<file path="src/rtl/audio_pkg.sv">
// Shared types and constants for the speaker sample FIFO: the state encodings
// for the CPU-side and speaker-side handshake FSMs, and the sample width.
package audio_pkg;

  localparam int SAMPLE_W = 32;

  typedef enum logic [1:0] {
    C_IDLE = 2'h0,
    C_PUSH = 2'h1,
    C_RESP = 2'h2
  } cpu_state_e;

  typedef enum logic [1:0] {
    S_IDLE = 2'h0,
    S_REQ  = 2'h1,
    S_POP  = 2'h2,
    S_WAIT = 2'h3
  } spk_state_e;

endpackage

</file>
<file path="src/rtl/speaker_sample_fifo_if.sv">
// Handshake bundle between the CPU port logic, the sample FIFO and the speaker
// controller. The FIFO is the slave; the CPU/speaker side is the master.
interface speaker_sample_fifo_if;
  import audio_pkg::*;

  logic                cpu_command;
  logic                cpu_response;
  logic [SAMPLE_W-1:0] cpu_sample;
  logic                speaker_command;
  logic                speaker_response;
  logic [SAMPLE_W-1:0] speaker_sample;

  modport slave (
    input  cpu_command,
    input  cpu_sample,
    input  speaker_response,
    output cpu_response,
    output speaker_command,
    output speaker_sample
  );

  modport master (
    output cpu_command,
    output cpu_sample,
    output speaker_response,
    input  cpu_response,
    input  speaker_command,
    input  speaker_sample
  );

endinterface

</file>
<file path="src/rtl/sample_fifo_mem.sv">
// Sample storage for the speaker FIFO: DEPTH x SAMPLE_W register array with a
// synchronous write port and an asynchronous read port.
module sample_fifo_mem
  import audio_pkg::*;
#(
  parameter int DEPTH  = 16,
  parameter int ADDR_W = 4
) (
  input  logic                clk_i,
  input  logic                we_i,
  input  logic [ADDR_W-1:0]   waddr_i,
  input  logic [SAMPLE_W-1:0] wdata_i,
  input  logic [ADDR_W-1:0]   raddr_i,
  output logic [SAMPLE_W-1:0] rdata_o
);

  logic [SAMPLE_W-1:0] mem_q [DEPTH];

  // Write port; contents carry no reset because stale entries are never read.
  always_ff @(posedge clk_i) begin
    if (we_i) begin
      mem_q[waddr_i] <= wdata_i;
    end
  end

  assign rdata_o = mem_q[raddr_i];

endmodule

</file>
<file path="src/rtl/speaker_sample_fifo.sv">
// Speaker sample FIFO: accepts CPU samples over a four-phase handshake and
// offers them one at a time to the speaker controller over a second four-phase
// handshake. An entry stays counted until the speaker acknowledges it.
module speaker_sample_fifo
  import audio_pkg::*;
#(
  parameter int DEPTH  = 16,
  parameter int ADDR_W = 4
) (
  input  logic                 clock_25m,
  input  logic                 reset_25m_n,
  speaker_sample_fifo_if.slave bus,
  output logic [ADDR_W:0]      fifo_count,
  output logic                 fifo_empty,
  output logic                 fifo_full
);

  if (DEPTH < 2 || DEPTH != (1 << ADDR_W)) begin : g_param_check
    $error("DEPTH must be a power of 2, at least 2, and equal to 2**ADDR_W");
  end

  localparam logic [ADDR_W:0]   CNT_ONE  = (ADDR_W+1)'(1);
  localparam logic [ADDR_W:0]   CNT_FULL = (ADDR_W+1)'(DEPTH);
  localparam logic [ADDR_W-1:0] PTR_ONE  = ADDR_W'(1);

  cpu_state_e          c_state_q, c_state_d;
  spk_state_e          s_state_q, s_state_d;
  logic [ADDR_W-1:0]   wptr_q, wptr_d;
  logic [ADDR_W-1:0]   rptr_q, rptr_d;
  logic [ADDR_W:0]     count_q, count_d;
  logic                cpu_response_q;
  logic                speaker_command_q;
  logic [SAMPLE_W-1:0] speaker_sample_q, speaker_sample_d;
  logic [SAMPLE_W-1:0] mem_rdata;
  logic                push, pop, empty, full;

  assign empty = (count_q == '0);
  assign full  = (count_q == CNT_FULL);
  assign push  = (c_state_q == C_PUSH);
  assign pop   = (s_state_q == S_POP);

  sample_fifo_mem #(
    .DEPTH (DEPTH),
    .ADDR_W(ADDR_W)
  ) u_mem (
    .clk_i  (clock_25m),
    .we_i   (push),
    .waddr_i(wptr_q),
    .wdata_i(bus.cpu_sample),
    .raddr_i(rptr_q),
    .rdata_o(mem_rdata)
  );

  // CPU side: wait for a command with room available, write once, then hold
  // the response until the CPU withdraws its command.
  always_comb begin
    c_state_d = c_state_q;
    case (c_state_q)
      C_IDLE:  if (bus.cpu_command && !full) c_state_d = C_PUSH;
      C_PUSH:  c_state_d = C_RESP;
      C_RESP:  if (!bus.cpu_command) c_state_d = C_IDLE;
      default: c_state_d = C_IDLE;
    endcase
  end

  // Speaker side: latch the head entry, request until acknowledged, retire the
  // entry, then wait for the acknowledge to drop before offering the next one.
  always_comb begin
    s_state_d        = s_state_q;
    speaker_sample_d = speaker_sample_q;
    case (s_state_q)
      S_IDLE: begin
        if (!empty) begin
          speaker_sample_d = mem_rdata;
          s_state_d        = S_REQ;
        end
      end
      S_REQ:   if (bus.speaker_response) s_state_d = S_POP;
      S_POP:   s_state_d = S_WAIT;
      S_WAIT:  if (!bus.speaker_response) s_state_d = S_IDLE;
      default: s_state_d = S_IDLE;
    endcase
  end

  // Pointer and occupancy bookkeeping; a simultaneous push and pop cancel out.
  always_comb begin
    wptr_d  = push ? (wptr_q + PTR_ONE) : wptr_q;
    rptr_d  = pop  ? (rptr_q + PTR_ONE) : rptr_q;
    count_d = count_q;
    case ({push, pop})
      2'b10:   count_d = count_q + CNT_ONE;
      2'b01:   count_d = count_q - CNT_ONE;
      default: count_d = count_q;
    endcase
  end

  // State, pointers and registered outputs; outputs decode the next state so
  // they line up exactly with C_RESP / S_REQ without any input-to-output path.
  always_ff @(posedge clock_25m or negedge reset_25m_n) begin
    if (!reset_25m_n) begin
      c_state_q         <= C_IDLE;
      s_state_q         <= S_IDLE;
      wptr_q            <= '0;
      rptr_q            <= '0;
      count_q           <= '0;
      cpu_response_q    <= 1'b0;
      speaker_command_q <= 1'b0;
      speaker_sample_q  <= '0;
    end else begin
      c_state_q         <= c_state_d;
      s_state_q         <= s_state_d;
      wptr_q            <= wptr_d;
      rptr_q            <= rptr_d;
      count_q           <= count_d;
      cpu_response_q    <= (c_state_d == C_RESP);
      speaker_command_q <= (s_state_d == S_REQ);
      speaker_sample_q  <= speaker_sample_d;
    end
  end

  assign bus.cpu_response    = cpu_response_q;
  assign bus.speaker_command = speaker_command_q;
  assign bus.speaker_sample  = speaker_sample_q;
  assign fifo_count          = count_q;
  assign fifo_empty          = empty;
  assign fifo_full           = full;

  a_no_push_when_full: assert property (
    @(posedge clock_25m) disable iff (!reset_25m_n) !(push && full));
  a_no_pop_when_empty: assert property (
    @(posedge clock_25m) disable iff (!reset_25m_n) !(pop && empty));

endmodule

</file>
<file path="src/flat_wrapper.sv">
// flat-port wrapper written by rule: the top's interface ports become plain ports
module speaker_sample_fifo_flat import audio_pkg::*;
#(
  parameter int DEPTH  = 16,
  parameter int ADDR_W = 4
)
  (clock_25m, reset_25m_n, fifo_count, fifo_empty, fifo_full, bus_cpu_command, bus_cpu_sample, bus_speaker_response, bus_cpu_response, bus_speaker_command, bus_speaker_sample);
  speaker_sample_fifo_if bus_i ();
  input  logic clock_25m;
  input  logic reset_25m_n;
  output logic [ADDR_W:0] fifo_count;
  output logic fifo_empty;
  output logic fifo_full;
  input wire logic [$bits(bus_i.cpu_command)-1:0] bus_cpu_command;
  input wire logic [$bits(bus_i.cpu_sample)-1:0] bus_cpu_sample;
  input wire logic [$bits(bus_i.speaker_response)-1:0] bus_speaker_response;
  output wire logic [$bits(bus_i.cpu_response)-1:0] bus_cpu_response;
  output wire logic [$bits(bus_i.speaker_command)-1:0] bus_speaker_command;
  output wire logic [$bits(bus_i.speaker_sample)-1:0] bus_speaker_sample;
  assign bus_i.cpu_command = bus_cpu_command;
  assign bus_i.cpu_sample = bus_cpu_sample;
  assign bus_i.speaker_response = bus_speaker_response;
  assign bus_cpu_response = bus_i.cpu_response;
  assign bus_speaker_command = bus_i.speaker_command;
  assign bus_speaker_sample = bus_i.speaker_sample;
  speaker_sample_fifo #(.DEPTH(DEPTH), .ADDR_W(ADDR_W)) u_core (.clock_25m(clock_25m), .reset_25m_n(reset_25m_n), .bus(bus_i), .fifo_count(fifo_count), .fifo_empty(fifo_empty), .fifo_full(fifo_full));
endmodule
</file>
<file path="config.mk">
export PLATFORM = sky130hd
export DESIGN_NAME = speaker_sample_fifo_flat
export DESIGN_NICKNAME = d
export VERILOG_FILES = /design/src/rtl/audio_pkg.sv /design/src/rtl/speaker_sample_fifo_if.sv /design/src/rtl/sample_fifo_mem.sv /design/src/rtl/speaker_sample_fifo.sv /design/src/flat_wrapper.sv
export SDC_FILE = /design/constraint.sdc
export NUM_CORES = 1
export LEC_CHECK = 0
export BUFFER_PORTS_ARGS = -buffer_cell sky130_fd_sc_hd__buf_2
export CAP_MARGIN = 20
export CORE_MARGIN = 1.5
export CORE_UTILIZATION = 61
export CTS_CLUSTER_DIAMETER = 50
export CTS_CLUSTER_SIZE = 28
export DETAILED_ROUTE_END_ITERATION = 7
export HOLD_SLACK_MARGIN = 0.08
export PLACE_DENSITY = 0.91
export SETUP_SLACK_MARGIN = 0.5
export SYNTH_ARGS = -nofsm -noshare
export SYNTH_HDL_FRONTEND = slang
export SYNTH_SLANG_ARGS = --single-unit
</file>
<file path="constraint.sdc">
create_clock -name clock_25m -period 4 [get_ports clock_25m]
set_input_delay 0.8 -clock clock_25m [delete_from_list [all_inputs] [get_ports clock_25m]]
set_output_delay 0.8 -clock clock_25m [all_outputs]
set_load 0.02 [all_outputs]
</file>
-- Word-level counts from Yosys, hierarchy flattened
Memory sizes are Yosys's and may differ from the RTL's. A register that Yosys moved wholly into a read port is not among the register bits.
Index checks and enable logic that the tools add are counted.
- $add $sub $neg: 4
- multipliers: 0
- div/mod/pow operators: 0
- magnitude comparators: 0
- eq/ne operators: 10
- shifts and indexed selects: 0
- multiplexer cells: 10
- bitwise gates (word level): 1
- reduce and logical (&&, ||, !) cells: 8
- operators with widths (cell ; number):
    2-bit == test (second input constant) ; 5
    2-bit 2-to-1 mux ; 5
    5-bit case mux with 2 select lines ; 1
    4-bit by 1-bit adder with 4-bit output (second input constant) ; 2
    2-bit by 1-bit == test with 1-bit output (second input constant) ; 4
    2-bit case mux with 4 select lines ; 1
    2-bit case mux with 3 select lines ; 1
    5-bit by 1-bit adder with 5-bit output (second input constant) ; 1
    5-bit == test (second input constant) ; 1
    5-bit zero test ; 1
    5-bit by 1-bit subtractor with 5-bit output (second input constant) ; 1
    2-bit zero test ; 2
    1-bit zero test ; 2
    1-bit 2-to-1 mux ; 2
    2-bit AND reduction ; 1
    2-bit nonzero test ; 1
    1-bit logical AND ; 1
    1-bit inverter ; 1
- register bits after elaboration: 19
- latch bits: 0
- bits in writable memories: 512
- bits in read-only memories: 0
- input bits: 36
- logic and storage cells: 41
- memories: 1
- memory list (memory ; words ; bits a word ; rd ports ; clocked after memory_dff ; write ports ; RTL line ; source):
    u_core.u_mem.mem_q ; 16 ; 32 ; 1 ; 1 ; 1 ; sample_fifo_mem.sv:17 ; logic [SAMPLE_W-1:0] mem_q [DEPTH];

-- Depth between registers and ports, before layout
- depth in word-level cells: 6
- gate-level depth with buffers: 9
- depth with buffers taken out: 8

-- Cells and area by module
A second synthesis with hierarchy kept.
- cells, all modules: 959
- area, all modules: 21508.1 um2
- by module, submodules not included (module ; instances ; cells each ; area an instance (um2)):
    sample_fifo_mem ; 1 ; 806 ; 19213.4
    speaker_sample_fifo ; 1 ; 153 ; 2294.7

-- Worst setup path before layout
No wires, ideal clock.
- path kind: reg2reg
- start point: register u_core.c_state_q[1]
- end point: memory u_core.u_mem.mem_q[3][0] (enable)
- setup time: 0.461 ns
- arrival: 3.126 ns
- path slack: 0.413 ns
- stages on the path, launching flop included: 5
- buffers on the path: 1
- cell sequence: dfrtp_1 -> nor2b_1 -> clkbuf_1 -> nand2_1 -> nor3_1
- word-level cells in the longest chain between the ends: 3
- ends and longest elaborated chain (what ; RTL line ; source):
    start: declaration ; speaker_sample_fifo.sv:26 ; cpu_state_e c_state_q, c_state_d;
    start signal: assignment ; speaker_sample_fifo.sv:110 ; c_state_q <= c_state_d;
    2-bit by 1-bit == test with 1-bit output ; speaker_sample_fifo.sv:39 ; assign push = (c_state_q == C_PUSH);
    1-bit 2-to-1 mux ; sample_fifo_mem.sv:21 ; if (we_i) begin
    1-bit 2-to-1 mux (not written as such) ; sample_fifo_mem.sv:22 ; mem_q[waddr_i] <= wdata_i;
    end: declaration ; sample_fifo_mem.sv:17 ;
Every way passes these cells.

-- Worst setup path after layout
- start point: register u_core.c_state_q[0]
- end point: register u_core.count_q[4], in the netlist u_core.fifo_count[4]
- word-level cells in the longest chain between the ends: 3
- elaborated cells between the ends (all ways): 5
- ends and longest elaborated chain (what ; RTL line ; source):
    2-bit by 1-bit == test with 1-bit output * ; speaker_sample_fifo.sv:39 ;
    2-bit by 1-bit == test with 1-bit output or 2-bit == test (tied branches) ; speaker_sample_fifo.sv:90 ; case ({push, pop})
    5-bit case mux with 2 select lines or 2-bit nonzero test (tied branches) ; - ;
    end signal: assignment ; speaker_sample_fifo.sv:114 ; count_q <= count_d;
    end: declaration ; speaker_sample_fifo.sv:30 ; logic [ADDR_W:0] count_q, count_d;
Mark *: on every way between the ends. The rest lies on a longest branch, timed or not.
A chain may end at the register's enable or synchronous reset.

==> metrics.md <==
| Metric | Value |
|---|---|
| Status | finished, final reports clean |
| Worst Setup Start Kind | flop |
| Post-CTS sizing | 0 |
| Total power | 16.4 mW |
| Overall die width | 190 um |
| Leak | 7.97 nW |
| Die area | 36,200 um2 |
| Row count | 68 |
| Syn_nets | 1,003 |
| Largest cells by area after synthesis | edfxtp_1, mux4_2, dfrtp_1, mux2i_1, o221ai_1 |
| CP Capture Type | flop |
| Comb power frac | 26.7% |
| RSZ-0062 raised after global routing | false |
| Vias in the first global route | 11,200 |
| Inserted Diodes | 0 |
| Fmax | 0.330 GHz |
| Sequential power share | 46.7% |
| Fin Hold WS | 0.352 ns |
| Crit path kind | flop to flop |
| Buffers on Ports | 76 |
| Via Count | 10,500 |
| First-pass GRT wire length | 70,900 um |
| Final setup fails | 0 |
| Max Slew Vio Count | 0 |
| Clock Path Buffers | 3 |
| DRT Pass-1 Iters | 5 |
| Combined buffer and inverter count along the critical path | 1 |
| Final ANT Viol Nets | 0 |
| TritonCTS Sinks | 563 |
| Area delta synth->final | 11.9% |
| Fin crit period | 3.03 ns |
| FF-to-FF setup slack | 0.97 ns |
| GR Util All Layers | 27.2% |
| Crit-path max cell delay | 0.59 ns |
| Crit path arrival time | 3.47 ns |
| Initial Utilization | 62.0% |
| Wire per inst | 30.8 um |
| HPWL after DPL | 26,300 um |
| H-Tree Level Count | 2 |
| Post-synthesis sequential area ratio | 77.8% |
| Largest net degree at the start of global routing | 51 |
| Least-Margin Pin Slew | 1.05 ns |
| Cell depth of the worst flop-to-flop path | 8 |
| Area leader, netlist | edfxtp_1 |
| Mapped cell area | 21,400 um2 |
| CP startpoint | u_core.c_state_q[0] |
| Min-Delay Path Class | primary input to async pin |
| CTS tree | built |
| CP max stage cell | nor2b_1 |
| Capturing point of the worst reg2reg path | u_core.fifo_count[4] |
| CTS Hold Bufs | 0 |
| Yosys cell types | 31 |
| Via-to-Cell Ratio | 6.79 |
| Layout cells sized above 1 | 30.4% |
| Worst flop-to-flop path startpoint | u_core.c_state_q[0] |
| Crit Path Max Fanout | 9 |
| Post-synthesis average cell area | 22.4 um2 |
| Routability congestion estimate | 0.776 |
| Clock Power Share | 26.6% |
| Max Cap Viol | 0 |
| Worst setup path end | u_core.fifo_count[4] |
| DRC | 0 |
| Area fraction of the dominant cell type after synthesis | 71.8% |
| Cell Pwr Density | 683 nW/um2 |
| CTS clock-pin slew for the worst setup and hold paths | 0.09 ns |
| CORE AREA | 34,500 um2 |
| Max_slew headroom | 29.8% |
| Worst Path Required | 4.44 ns |
| Clock skew | 0.0224 ns |
| Die height | 190 um |
| Internal power | 11.1 mW |
| Yosys warning total | 0 |
| Crit path cell chain | nor2b_1, inv_1, ha_1, fa_1, a21o_1, a21oi_1, mux2i_1, xnor2_1 |
| Latest clock arrival within the worst-skew pair | 0.56 ns |
| Gate Count Post-Synth | 957 |
| Final net count | 1,100 |
| Num CTS Buffers | 40 |
| Final WL | 47,400 um |
| Psw | 5.25 mW |
| TNS Setup | 0 ns |
| Initial antenna violation count | 0 |
| Ports | 77 |
| Grt ovf | 0 |
| IR drop worst, VDD | 530 uV |
| Postcts setup bufs | 0 |
| CP top delay family | adder cells |
| Initial DRC Count | 1,291 |
| Final period utilization | 75.7% |
| CP Depth | 8 |
| Sw Share | 32.1% |
| Root Driver | clkbuf_16 |
| Final Hold Fails | 0 |
| Number of synthesized register bits | 563 |
[how the worst min path moves through the flow]
stage | end | start
5_1_grt | u_core.bus.speaker_sample[3] | reset_25m_n
6_report | u_core.bus.speaker_sample[3] | reset_25m_n
3_3_place_gp | u_core.c_state_q[0] | u_core.c_state_q[0]
4_1_cts | u_core.bus.speaker_sample[4] | reset_25m_n
2_1_floorplan | u_core.c_state_q[0] | u_core.c_state_q[0]
3_5_place_dp | u_core.bus.speaker_command | u_core.s_state_q[1]
[state kept, by name, summed over array words and instances, names as in the netlist]
signal / cells
u_core.u_mem.mem_q: 512
u_core.bus.speaker_sample: 32
u_core.fifo_count: 5
u_core.rptr_q: 4
u_core.wptr_q: 4
u_core.c_state_q: 2
u_core.s_state_q: 2
u_core.bus.cpu_response: 1
u_core.bus.speaker_command: 1
[cell type report]
type,count,area [um2]
multi-input cells,336,4610
inverters,6,22.5
clock buffers,43,1040
well taps,455,569
fillers,2001,10600
flip-flops and latches,563,16700
clock inverters,31,370
repair buffers,107,688
[through the flow]
stage / instance area, um2 / setup WS (ns) / instances / util [%]
final: 24000 / 0.973 / 1541 / 69.4
after floorplan: 21400 / 1.27 / 957 / -
after global routing: 24000 / 0.923 / 1541 / 69.4
after CTS: 23900 / 1.05 / 1538 / 69.2
after detailed placement: 22500 / 1.22 / 1464 / 65.1
after global placement: 22500 / 1.36 / 1464 / 65.1
[placed cells by master (no fill, tap or decap), types with 4 or more instances in the layout]
cell type and instances:
mux2i_1 65, xnor2_1 9, mux4_2 128, inv_6 10
o221ai_1 32, inv_8 6, nor2_4 12, nor2_1 5
buf_4 25, edfxtp_1 512, dfrtp_1 48, o21ai_0 5
buf_2 76, nand2_1 44, buf_12 6, nor3_4 4
clkbuf_16 41, inv_12 4, inv_1 6, ha_1 9
[per-layer routing]
| metal | wire length [um] | track usage [%] | up-vias | share of wire (%) |
|---|---|---|---|---|
| met5 | 0 | 0 | - | 0 |
| met3 | 4150 | 4.47 | 134 | 8.7 |
| met1 | 17100 | 36.0 | 5458 | 36 |
| li1 | - | - | 4169 | - |
| met4 | 1640 | 11.0 | 0 | 3.5 |
| met2 | 24600 | 45.8 | 697 | 52 |
[power groups by stage]
stage	combinational, mW	sequential (mW)	clock (mW)
global route	4.65	7.70	4.61
global placement	4.07	7.70	0
floorplan	3.16	7.49	0
finish	4.38	7.65	4.35
CTS	4.37	7.64	4.39
detailed placement	4.26	7.75	0
[cell usage after synthesis (all sizes together)]
library cell  instances
nand2                44
or4                   1
edfxtp              512
xnor2                 9
nand3b                1
xor2                  1
mux4                128
a21oi                 2
nor2                 17
o221ai               32
inv                   6
nand4                 2
nand2b                4
mux2i                65
fa                    1
nor4b                 1
ha                    9
a21o                  2
buf                  35
nor2b                 3
mux2                  2
o31ai                 1
dfrtp                51
or2                   1
o21ai                 6
clkbuf               17
nor3                  4
[logic make-up after synthesis]
logic type	share of synthesized area, %
AOI/OAI and AO/OA	1.65
xor gates and xnor gates	0.409
adders and majority gates	0.619
buffers and inverters	1.36
DFF	77.8
muxes	16.6
and+or+nand+nor	1.58
(Power assumes the default switching activity.)
